File: src/rtl/uart_pkg.sv
// Shared encodings for the UART transmitter: FSM states, parity and stop-bit
// modes, the per-frame configuration snapshot and the parity-bit helper.
package uart_pkg;

  typedef enum logic [2:0] {
    ST_IDLE   = 3'd0,
    ST_START  = 3'd1,
    ST_DATA   = 3'd2,
    ST_PARITY = 3'd3,
    ST_STOP   = 3'd4,
    ST_BREAK  = 3'd5
  } state_e;

  typedef enum logic [2:0] {
    PAR_NONE  = 3'd0,
    PAR_EVEN  = 3'd1,
    PAR_ODD   = 3'd2,
    PAR_MARK  = 3'd3,
    PAR_SPACE = 3'd4
  } parity_e;

  typedef enum logic [1:0] {
    STOP_1     = 2'd0,
    STOP_1P5   = 2'd1,
    STOP_2     = 2'd2,
    STOP_2_ALT = 2'd3
  } stop_e;

  typedef struct packed {
    logic [1:0] data_bits;
    parity_e    parity;
    stop_e      stop;
  } frame_cfg_t;

  // Reserved codes 5..7 behave as "no parity".
  function automatic parity_e decode_parity(input logic [2:0] p);
    return (p > 3'd4) ? PAR_NONE : parity_e'(p);
  endfunction

  function automatic logic parity_bit(input parity_e p, input logic data_xor);
    logic b;
    case (p)
      PAR_EVEN: b = data_xor;
      PAR_ODD:  b = ~data_xor;
      PAR_MARK: b = 1'b1;
      default:  b = 1'b0;
    endcase
    return b;
  endfunction

endpackage

File: src/rtl/uart_tx_fifo.sv
// Synchronous FIFO holding queued TX characters; used by uart_tx_gen only when
// UART_TX_FIFO_EN is defined. Push when full and pop when empty are ignored.
module uart_tx_fifo #(
  parameter int WIDTH = 8,
  parameter int DEPTH = 8,
  localparam int AW = $clog2(DEPTH),
  localparam int LW = AW + 1
) (
  input  logic             clk,
  input  logic             rst,
  input  logic             push_i,
  input  logic [WIDTH-1:0] data_i,
  input  logic             pop_i,
  output logic [WIDTH-1:0] data_o,
  output logic             full_o,
  output logic             empty_o,
  output logic [LW-1:0]    level_o
);

  logic [WIDTH-1:0] mem_q [DEPTH];
  logic [AW-1:0]    wr_ptr_q, rd_ptr_q;
  logic [LW-1:0]    count_q;
  logic             do_push, do_pop;

  assign full_o  = (count_q == LW'(DEPTH));
  assign empty_o = (count_q == '0);
  assign do_push = push_i & ~full_o;
  assign do_pop  = pop_i & ~empty_o;
  assign data_o  = mem_q[rd_ptr_q];
  assign level_o = count_q;

  always_ff @(posedge clk) begin
    if (rst) begin
      wr_ptr_q <= '0;
      rd_ptr_q <= '0;
      count_q  <= '0;
    end else begin
      if (do_push) wr_ptr_q <= wr_ptr_q + AW'(1);
      if (do_pop)  rd_ptr_q <= rd_ptr_q + AW'(1);
      case ({do_push, do_pop})
        2'b10:   count_q <= count_q + LW'(1);
        2'b01:   count_q <= count_q - LW'(1);
        default: count_q <= count_q;
      endcase
    end
  end

  // NOTE: storage is deliberately not reset; the pointers and count alone define which entries are valid.
  always_ff @(posedge clk) begin
    if (do_push) mem_q[wr_ptr_q] <= data_i;
  end

endmodule

File: src/rtl/uart_tx_gen.sv
// UART transmitter: prescaled tick, 5..8 data bits, parity, 1/1.5/2 stop, line
// break. Define UART_TX_FIFO_EN for a FIFO_DEPTH queue, else a 1-entry holding register.
module uart_tx_gen
  import uart_pkg::*;
#(
  parameter int OVERSAMPLE = 16,
  parameter int FIFO_DEPTH = 8
) (
  input  logic        clk,
  input  logic        rst,
  input  logic [15:0] baud_div,
  input  logic [1:0]  data_bits,
  input  logic [2:0]  parity,
  input  logic [1:0]  stop_bits,
  input  logic        break_i,
  input  logic [7:0]  data_i,
  input  logic        valid_i,
  output logic        ready_o,
  output logic        tx_o,
  output logic        busy_o,
  output logic        done_o,
  output logic [8:0]  level_o
);

  localparam logic [9:0] OS_LAST     = 10'(OVERSAMPLE - 1);
  localparam logic [9:0] STOP15_LAST = 10'((OVERSAMPLE * 3) / 2 - 1);
  localparam logic [9:0] STOP2_LAST  = 10'(2 * OVERSAMPLE - 1);

  logic       push, pop;
  logic       q_full, q_empty;
  logic [7:0] q_data;

  assign push    = valid_i & ~q_full;
  assign ready_o = ~q_full;

`ifdef UART_TX_FIFO_EN
  logic [$clog2(FIFO_DEPTH):0] fifo_level;

  uart_tx_fifo #(.WIDTH(8), .DEPTH(FIFO_DEPTH)) u_fifo (
    .clk     (clk),
    .rst     (rst),
    .push_i  (push),
    .data_i  (data_i),
    .pop_i   (pop),
    .data_o  (q_data),
    .full_o  (q_full),
    .empty_o (q_empty),
    .level_o (fifo_level)
  );

  assign level_o = 9'(fifo_level);
`else
  logic [7:0] hold_q;
  logic       hold_vld_q;

  // Push needs an empty register and pop a full one, so they never coincide.
  always_ff @(posedge clk) begin
    if (rst)       hold_vld_q <= 1'b0;
    else if (push) hold_vld_q <= 1'b1;
    else if (pop)  hold_vld_q <= 1'b0;
  end

  always_ff @(posedge clk) begin
    if (push) hold_q <= data_i;
  end

  assign q_full  = hold_vld_q;
  assign q_empty = ~hold_vld_q;
  assign q_data  = hold_q;
  assign level_o = {8'd0, hold_vld_q};
`endif

  logic [15:0] presc_q;
  logic        tick;

  assign tick = (presc_q == 16'd0);

  always_ff @(posedge clk) begin
    if (rst)       presc_q <= '0;
    else if (tick) presc_q <= baud_div;
    else           presc_q <= presc_q - 16'd1;
  end

  state_e     state_q, state_d;
  frame_cfg_t cfg_q, cfg_d;
  logic [9:0] tcnt_q, tcnt_d;
  logic [2:0] bit_idx_q, bit_idx_d;
  logic [7:0] shift_q, shift_d;
  logic       par_q, par_d;
  logic       tx_q, tx_d;
  logic       done_q, done_d;
  logic [2:0] bit_last;
  logic [9:0] stop_last;
  logic       bit_end;

  assign bit_last = {1'b0, cfg_q.data_bits} + 3'd4;
  assign bit_end  = (tcnt_q == OS_LAST);

  always_comb begin
    case (cfg_q.stop)
      STOP_1:   stop_last = OS_LAST;
      STOP_1P5: stop_last = STOP15_LAST;
      default:  stop_last = STOP2_LAST;
    endcase
  end

  // NOTE: every signal written here gets a default first, otherwise an untaken branch would infer a latch.
  always_comb begin
    state_d   = state_q;
    cfg_d     = cfg_q;
    tcnt_d    = tcnt_q;
    bit_idx_d = bit_idx_q;
    shift_d   = shift_q;
    par_d     = par_q;
    tx_d      = tx_q;
    done_d    = 1'b0;
    pop       = 1'b0;
    if (tick) begin
      case (state_q)
        ST_IDLE: begin
          if (break_i) begin
            state_d = ST_BREAK;
            tcnt_d  = '0;
            tx_d    = 1'b0;
          end else if (!q_empty) begin
            pop       = 1'b1;
            cfg_d     = '{data_bits: data_bits, parity: decode_parity(parity),
                          stop: stop_e'(stop_bits)};
            shift_d   = q_data;
            par_d     = 1'b0;
            bit_idx_d = '0;
            tcnt_d    = '0;
            state_d   = ST_START;
            tx_d      = 1'b0;
          end
        end
        ST_START: begin
          if (bit_end) begin
            state_d = ST_DATA;
            tcnt_d  = '0;
            tx_d    = shift_q[0];
          end else begin
            tcnt_d = tcnt_q + 10'd1;
          end
        end
        ST_DATA: begin
          if (bit_end) begin
            tcnt_d  = '0;
            par_d   = par_q ^ shift_q[0];
            shift_d = shift_q >> 1;
            if (bit_idx_q == bit_last) begin
              if (cfg_q.parity != PAR_NONE) begin
                state_d = ST_PARITY;
                tx_d    = parity_bit(cfg_q.parity, par_q ^ shift_q[0]);
              end else begin
                state_d = ST_STOP;
                tx_d    = 1'b1;
              end
            end else begin
              bit_idx_d = bit_idx_q + 3'd1;
              tx_d      = shift_q[1];
            end
          end else begin
            tcnt_d = tcnt_q + 10'd1;
          end
        end
        ST_PARITY: begin
          if (bit_end) begin
            state_d = ST_STOP;
            tcnt_d  = '0;
            tx_d    = 1'b1;
          end else begin
            tcnt_d = tcnt_q + 10'd1;
          end
        end
        ST_STOP: begin
          if (tcnt_q == stop_last) begin
            state_d = ST_IDLE;
            done_d  = 1'b1;
          end else begin
            tcnt_d = tcnt_q + 10'd1;
          end
        end
        ST_BREAK: begin
          // Line low while requested; then a full bit time of idle-high before leaving.
          if (break_i) begin
            tcnt_d = '0;
            tx_d   = 1'b0;
          end else begin
            tx_d = 1'b1;
            if (bit_end) state_d = ST_IDLE;
            else         tcnt_d  = tcnt_q + 10'd1;
          end
        end
        default: state_d = ST_IDLE;
      endcase
    end
  end

  // NOTE: sequential state is written with non-blocking assignments only.
  always_ff @(posedge clk) begin
    if (rst) begin
      state_q   <= ST_IDLE;
      cfg_q     <= '{data_bits: 2'd3, parity: PAR_NONE, stop: STOP_1};
      tcnt_q    <= '0;
      bit_idx_q <= '0;
      shift_q   <= '0;
      par_q     <= 1'b0;
      tx_q      <= 1'b1;
      done_q    <= 1'b0;
    end else begin
      state_q   <= state_d;
      cfg_q     <= cfg_d;
      tcnt_q    <= tcnt_d;
      bit_idx_q <= bit_idx_d;
      shift_q   <= shift_d;
      par_q     <= par_d;
      tx_q      <= tx_d;
      done_q    <= done_d;
    end
  end

  assign tx_o   = tx_q;
  assign done_o = done_q;
  assign busy_o = (state_q != ST_IDLE);

endmodule
File: config.mk
export PLATFORM = sky130hd
export DESIGN_NAME = uart_tx_gen
export DESIGN_NICKNAME = d
export VERILOG_FILES = /design/src/rtl/uart_pkg.sv /design/src/rtl/uart_tx_fifo.sv /design/src/rtl/uart_tx_gen.sv
export SDC_FILE = /design/constraint.sdc
export NUM_CORES = 1
export LEC_CHECK = 0
export ABC_AREA = 0
export CAP_MARGIN = 5
export CORE_MARGIN = 2
export CORE_UTILIZATION = 34
export CTS_BUF_LIST = sky130_fd_sc_hd__clkbuf_16
export CTS_CLUSTER_DIAMETER = 120
export DETAILED_ROUTE_END_ITERATION = 10
export GPL_TIMING_DRIVEN = 0
export PLACE_DENSITY = 0.52
export SYNTH_ARGS = -nofsm -noshare
export SYNTH_HDL_FRONTEND = slang
export SYNTH_SLANG_ARGS = --single-unit
File: constraint.sdc
create_clock -name clk -period 2.4 [get_ports clk]
set_input_delay 0.48 -clock clk [delete_from_list [all_inputs] [get_ports clk]]
set_output_delay 0.48 -clock clk [all_outputs]
set_load 0.005 [all_outputs]
== Word-level counts from Yosys, hierarchy flattened ==
Index checks and enable logic that the tools add are counted.
Storage, ports and cells
  input bits: 35
  register bits after elaboration: 59
Cells by class
  eq/ne operators: 25
  $add $sub $neg: 4
  reductions and logical operators: 17
  order comparisons: 1
  muxes and demuxes: 50
  bitwise operators: 7
Operator list (number)
  10-bit 2-to-1 mux: 6
  3-bit 2-to-1 mux: 15
  10-bit case mux with 4 select lines: 1
  8-bit 2-to-1 mux: 3
  2-bit inequality test, second input constant: 11
  3-bit case mux with 6 select lines: 1
  1-bit 2-to-1 mux: 17
  16-bit zero test: 1
  16-bit 2-to-1 mux: 1
  8-bit case mux with 2 select lines: 1
  16-bit by 1-bit subtractor with 16-bit output, second input constant: 1
  3-bit by 2-bit equality test with 1-bit output, second input constant: 4
  6-bit AND reduction: 2
  10-bit by 1-bit adder with 10-bit output, second input constant: 1
  10-bit equality test: 1
  10-bit by 4-bit equality test with 1-bit output, second input constant: 1
  5-bit case mux with 2 select lines: 1
  5-bit AND reduction: 2
  9-bit AND reduction: 1
  3-bit by 1-bit equality test with 1-bit output, second input constant: 2
  3-bit equality test, second input constant: 2
  3-bit inequality test, second input constant: 2
  3-bit case mux with 2 select lines: 1
  3-bit nonzero test: 2
  18 further kinds: 24

== Depth between registers and ports, before layout ==
  word-level depth: 7
  mapped depth: 8

== Worst setup path before layout ==
No wires, ideal clock.
  path kind: register to register
  from: register tcnt_q[0]
  to: register state_q[2]
  required time: 2.329 ns
  path buffers: 0
  cell stages (with the launch flop): 7
  clock period less this slack: 2.096 ns
  data arrival time: 2.025 ns
  path slack: 0.304 ns
  path through: dfxtp_1 ha_1 and4bb_2 a211oi_1 or4_4 or4b_1 a21oi_1
Between the ends
  cells in the longest elaborated chain, start to end: 3
  elaborated cells between the ends (all ways): 8
RTL lines
  from (decl): line uart_tx_gen.sv:86  | logic [9:0] tcnt_q, tcnt_d;
  from (signal assigned): line uart_tx_gen.sv:214  | tcnt_q <= tcnt_d;
  10-bit equality test or 10-bit by 4-bit equality test with 1-bit output (tied branches): line uart_tx_gen.sv:177, uart_tx_gen.sv:97
  2-bit inequality test (no line)
  9-bit AND reduction (no line) *
  to (signal assigned): line uart_tx_gen.sv:212  | state_q <= state_d;
  to (decl): line uart_tx_gen.sv:84  | state_e state_q, state_d;
Every way passes the cells marked *; elsewhere a longest branch is shown, timed or not.
A chain may end at the register's enable or synchronous reset.

== Worst setup path in the final report ==
Ends and elaborated chain as after synthesis.

==> results.txt <==
Placed Instance Area - 0.00385 mm2
post-route design area - 0.00424 mm2
Setup crit end kind - flip-flop
worst-case clock buffer depth - 2
Ys Warns - 0
fillers - 942
register area share after synthesis - 38.5%
antenna viol nets, final - 0
CTS H-Tree Depth - 3
starting density of the core - 35.3%
pre-CTS WS - -0.131 ns
Post-synth EDFFs - 8
layout cell share with drive strength beyond 1 - 14.1%
Max Slew Vio Count - 0
Mapped Avg Cell Area - 8.75 um2
Overflow after GRT - 0
status - complete, no violations
Min-Delay Endpoint - shift_q[7]
Clock Power Share - 30.9%
final setup violation count - 0
antenna cells - 0
actual slew at the worst max-slew pin - 0.795 ns
period utilization - 93.6%
fmax - 0.445 GHz
most common cell in the synthesized netlist - dfxtp_1
routed len/inst - 14.2 um
PnR worst setup slack - 0.154 ns
Gate Count Post-Synth - 375
DIE AREA - 0.0104 mm2
Final TNS setup - 0 ns
Post-Route WL - 8080 um
top cells by instance count after synthesis - dfxtp_1, nor2_1, a21oi_1
Final Hold Fails - 0
cells on worst reg2reg path - 6
Hold Crit Class - reg -> reg
total leakage power - 1.49 nW
CTS tree - built
Worst Path Arrival - 2.49 ns
Chip Width - 102 um
Seq pwr share - 31.6%
drt pass-1 iters - 5
clock period minus worst slack - 2.25 ns
CTS Sinks - 59
Netlist cell types - 60
Hold Path Stages - 2
internal power - 0.00263 W
switching part of the total power - 37.0%
initial antenna violation count - 0
most area-consuming cells after synthesis - dfxtp_1, edfxtp_1, nor2_1
max_slew headroom - 46.6%
Remaining DRCs - 0
Crit Path Category - reg -> reg
FF-to-FF End - state_q[2]
Placer Congestion - 0.847
RSZ-0062 raised after global routing - false
row count - 35
dpl hpwl - 5810 um
Tot GR Track Use - 16.5%
DRT iter0 DRCs - 167
async set or reset register ratio after synthesis - 0%
VDD IR-drop max - 0.000420 V
Reg2Reg Setup Slack - 0.15 ns
Die H - 102 um
Worst-path clk slew - 0.05 ns
via/cell ratio - 5.02
first-pass GRT wire length - 13600 um
PortBufs - 38
Clock Latency Late Sink - 0.32 ns
Root Buffer Master - clkbuf_16
PwrDens - 984 mW/mm2
FF+latch count, synth - 59
share of the synthesized area in the top cell type - 31.1%
Mapped Area - 0.00328 mm2
Post-CTS Hold Buffers - 0
Worst Hold Launch - shift_q[7]
Max Cap Viol - 0
Nets - 475
vias - 2864
Ports - 48
NetSw - 0.00154 W
Setup crit start kind - flip-flop
vias in the first global route - 2754
cell accounting for the most synthesized area - dfxtp_1
largest net degree at the start of global routing - 13
top_reg_cell synth - dfxtp_1
worst path required time - 2.65 ns
Comb pwr share - 37.6%
clock buffer count from CTS - 9
Core Box Area - 0.00928 mm2
Clock Skew - 0.00672 ns
P&R area growth vs syn - 29.2%
crit-path max FO - 6
reg-to-reg startpoint - tcnt_q[0]
cell type report:
cell class,instances,area [um2],area share (%)
sequential,59,1260,29.8
buffer,28,149,3.51
clock buffer,9,225,5.31
multi-input combinational,288,1910,45.0
clock inverter,7,76.3,1.80
tap,129,161,3.81
inverter,7,26.3,0.620
timing repair buffer,43,430,10.2
worst max path at each step:
stage                     cells past startpoint         end        from  slack, ns
after CTS                                     5      done_o  presc_q[3]       0.04
after global placement                        6   tcnt_q[3]     break_i      -0.16
final                                         6  state_q[2]   tcnt_q[0]       0.15
after floorplan                               6  state_q[2]   tcnt_q[0]       0.30
after global routing                          7   tcnt_q[2]  state_q[1]      0.002
after detailed placement                      6   tcnt_q[0]     break_i      -0.13
cells by family (layout without fill, tap and decap cells):
family	count (synthesis)	after routing	share of synthesized area [%]
flip-flops	59	59	38.5
multiplexers	22	22	6.98
XOR/XNOR	15	15	4.01
other	1	8	0.114
buffers and inverters	35	94	5.27
AND/OR/NAND/NOR	162	162	28.4
adder cells (fa/ha/maj)	4	4	1.53
AO/OA/AOI/OAI	77	77	15.2
power by group through the flow:
stage	Combinational, W	Sequential [W]	Clock (W)
floorplan	0.00111	0.00129	0
global placement	0.00147	0.00132	0
detailed placement	0.00147	0.00132	0
CTS	0.00149	0.00131	0.00132
global route	0.00175	0.00133	0.00137
finish	0.00157	0.00132	0.00129
metrics by stage:
| stage | hold WS, ns | total power [W] | utilization [%] | std cells |
|---|---|---|---|---|
| 6_report | 0.468 | 0.00417 | 45.6 | 570 |
| 5_1_grt | 0.492 | 0.00445 | 45.6 | 570 |
| 4_1_cts | 0.471 | 0.00412 | 44.8 | 565 |
| 3_5_place_dp | 0.461 | 0.00279 | 41.4 | 549 |
| 3_3_place_gp | 0.454 | 0.00279 | 41.4 | 549 |
| 2_1_floorplan | 0.439 | 0.00240 | - | 382 |
routing by layer:
layer  global-route usage, %  share of wire [%]  vias to the layer above
met5                       0                  0                        -
met3                    4.86                5.0                        2
met4                    3.18               0.30                        0
li1                        -                  -                     1491
met1                    22.9                 49                     1312
met2                    25.8                 45                       59
placed cells by master, fill, tap and decap left out, types with 5 or more instances in the layout:
master and count:
a211oi_1 14, a21oi_1 29, buf_4 14, clkbuf_1 11, clkbuf_16 9, clkdlybuf4s50_1 38, conb_1 8, dfxtp_1 49
edfxtp_1 8, inv_1 7, mux2_2 7, mux2i_1 15, nand2_1 20, nand2b_1 8, nand3_1 9, nand4_1 11
nor2_1 46, nor2b_1 7, nor3_1 15, nor3b_1 5, nor4_1 6, o21ai_0 12, o31ai_1 6, xnor2_1 8
xor2_1 7
registers in the layout (all words and copies together) (netlist names):
register and flops:
bit_idx_q 3, tcnt_q 10, hold_q 8, state_q 3, shift_q 8, hold_vld_q 1, tx_o 1, done_o 1
presc_q 16, cfg_q 7, par_q 1
worst max-delay path: stages, from the launching register on:
cell and delay (ns):
dfxtp_2 0.37, ha_4 0.16, and4bb_2 0.30, a211oi_1 0.10, or4_4 0.57, or4b_1 0.52, a21oi_1 0.15
repair_timing:
action / CTS / global route
pin swaps: 0 / 4
setup buffers: 0 / 5
setup endpoints to repair: 6 / 33
resized for setup: 1 / 12
Power figures use the tool's default switching activity.
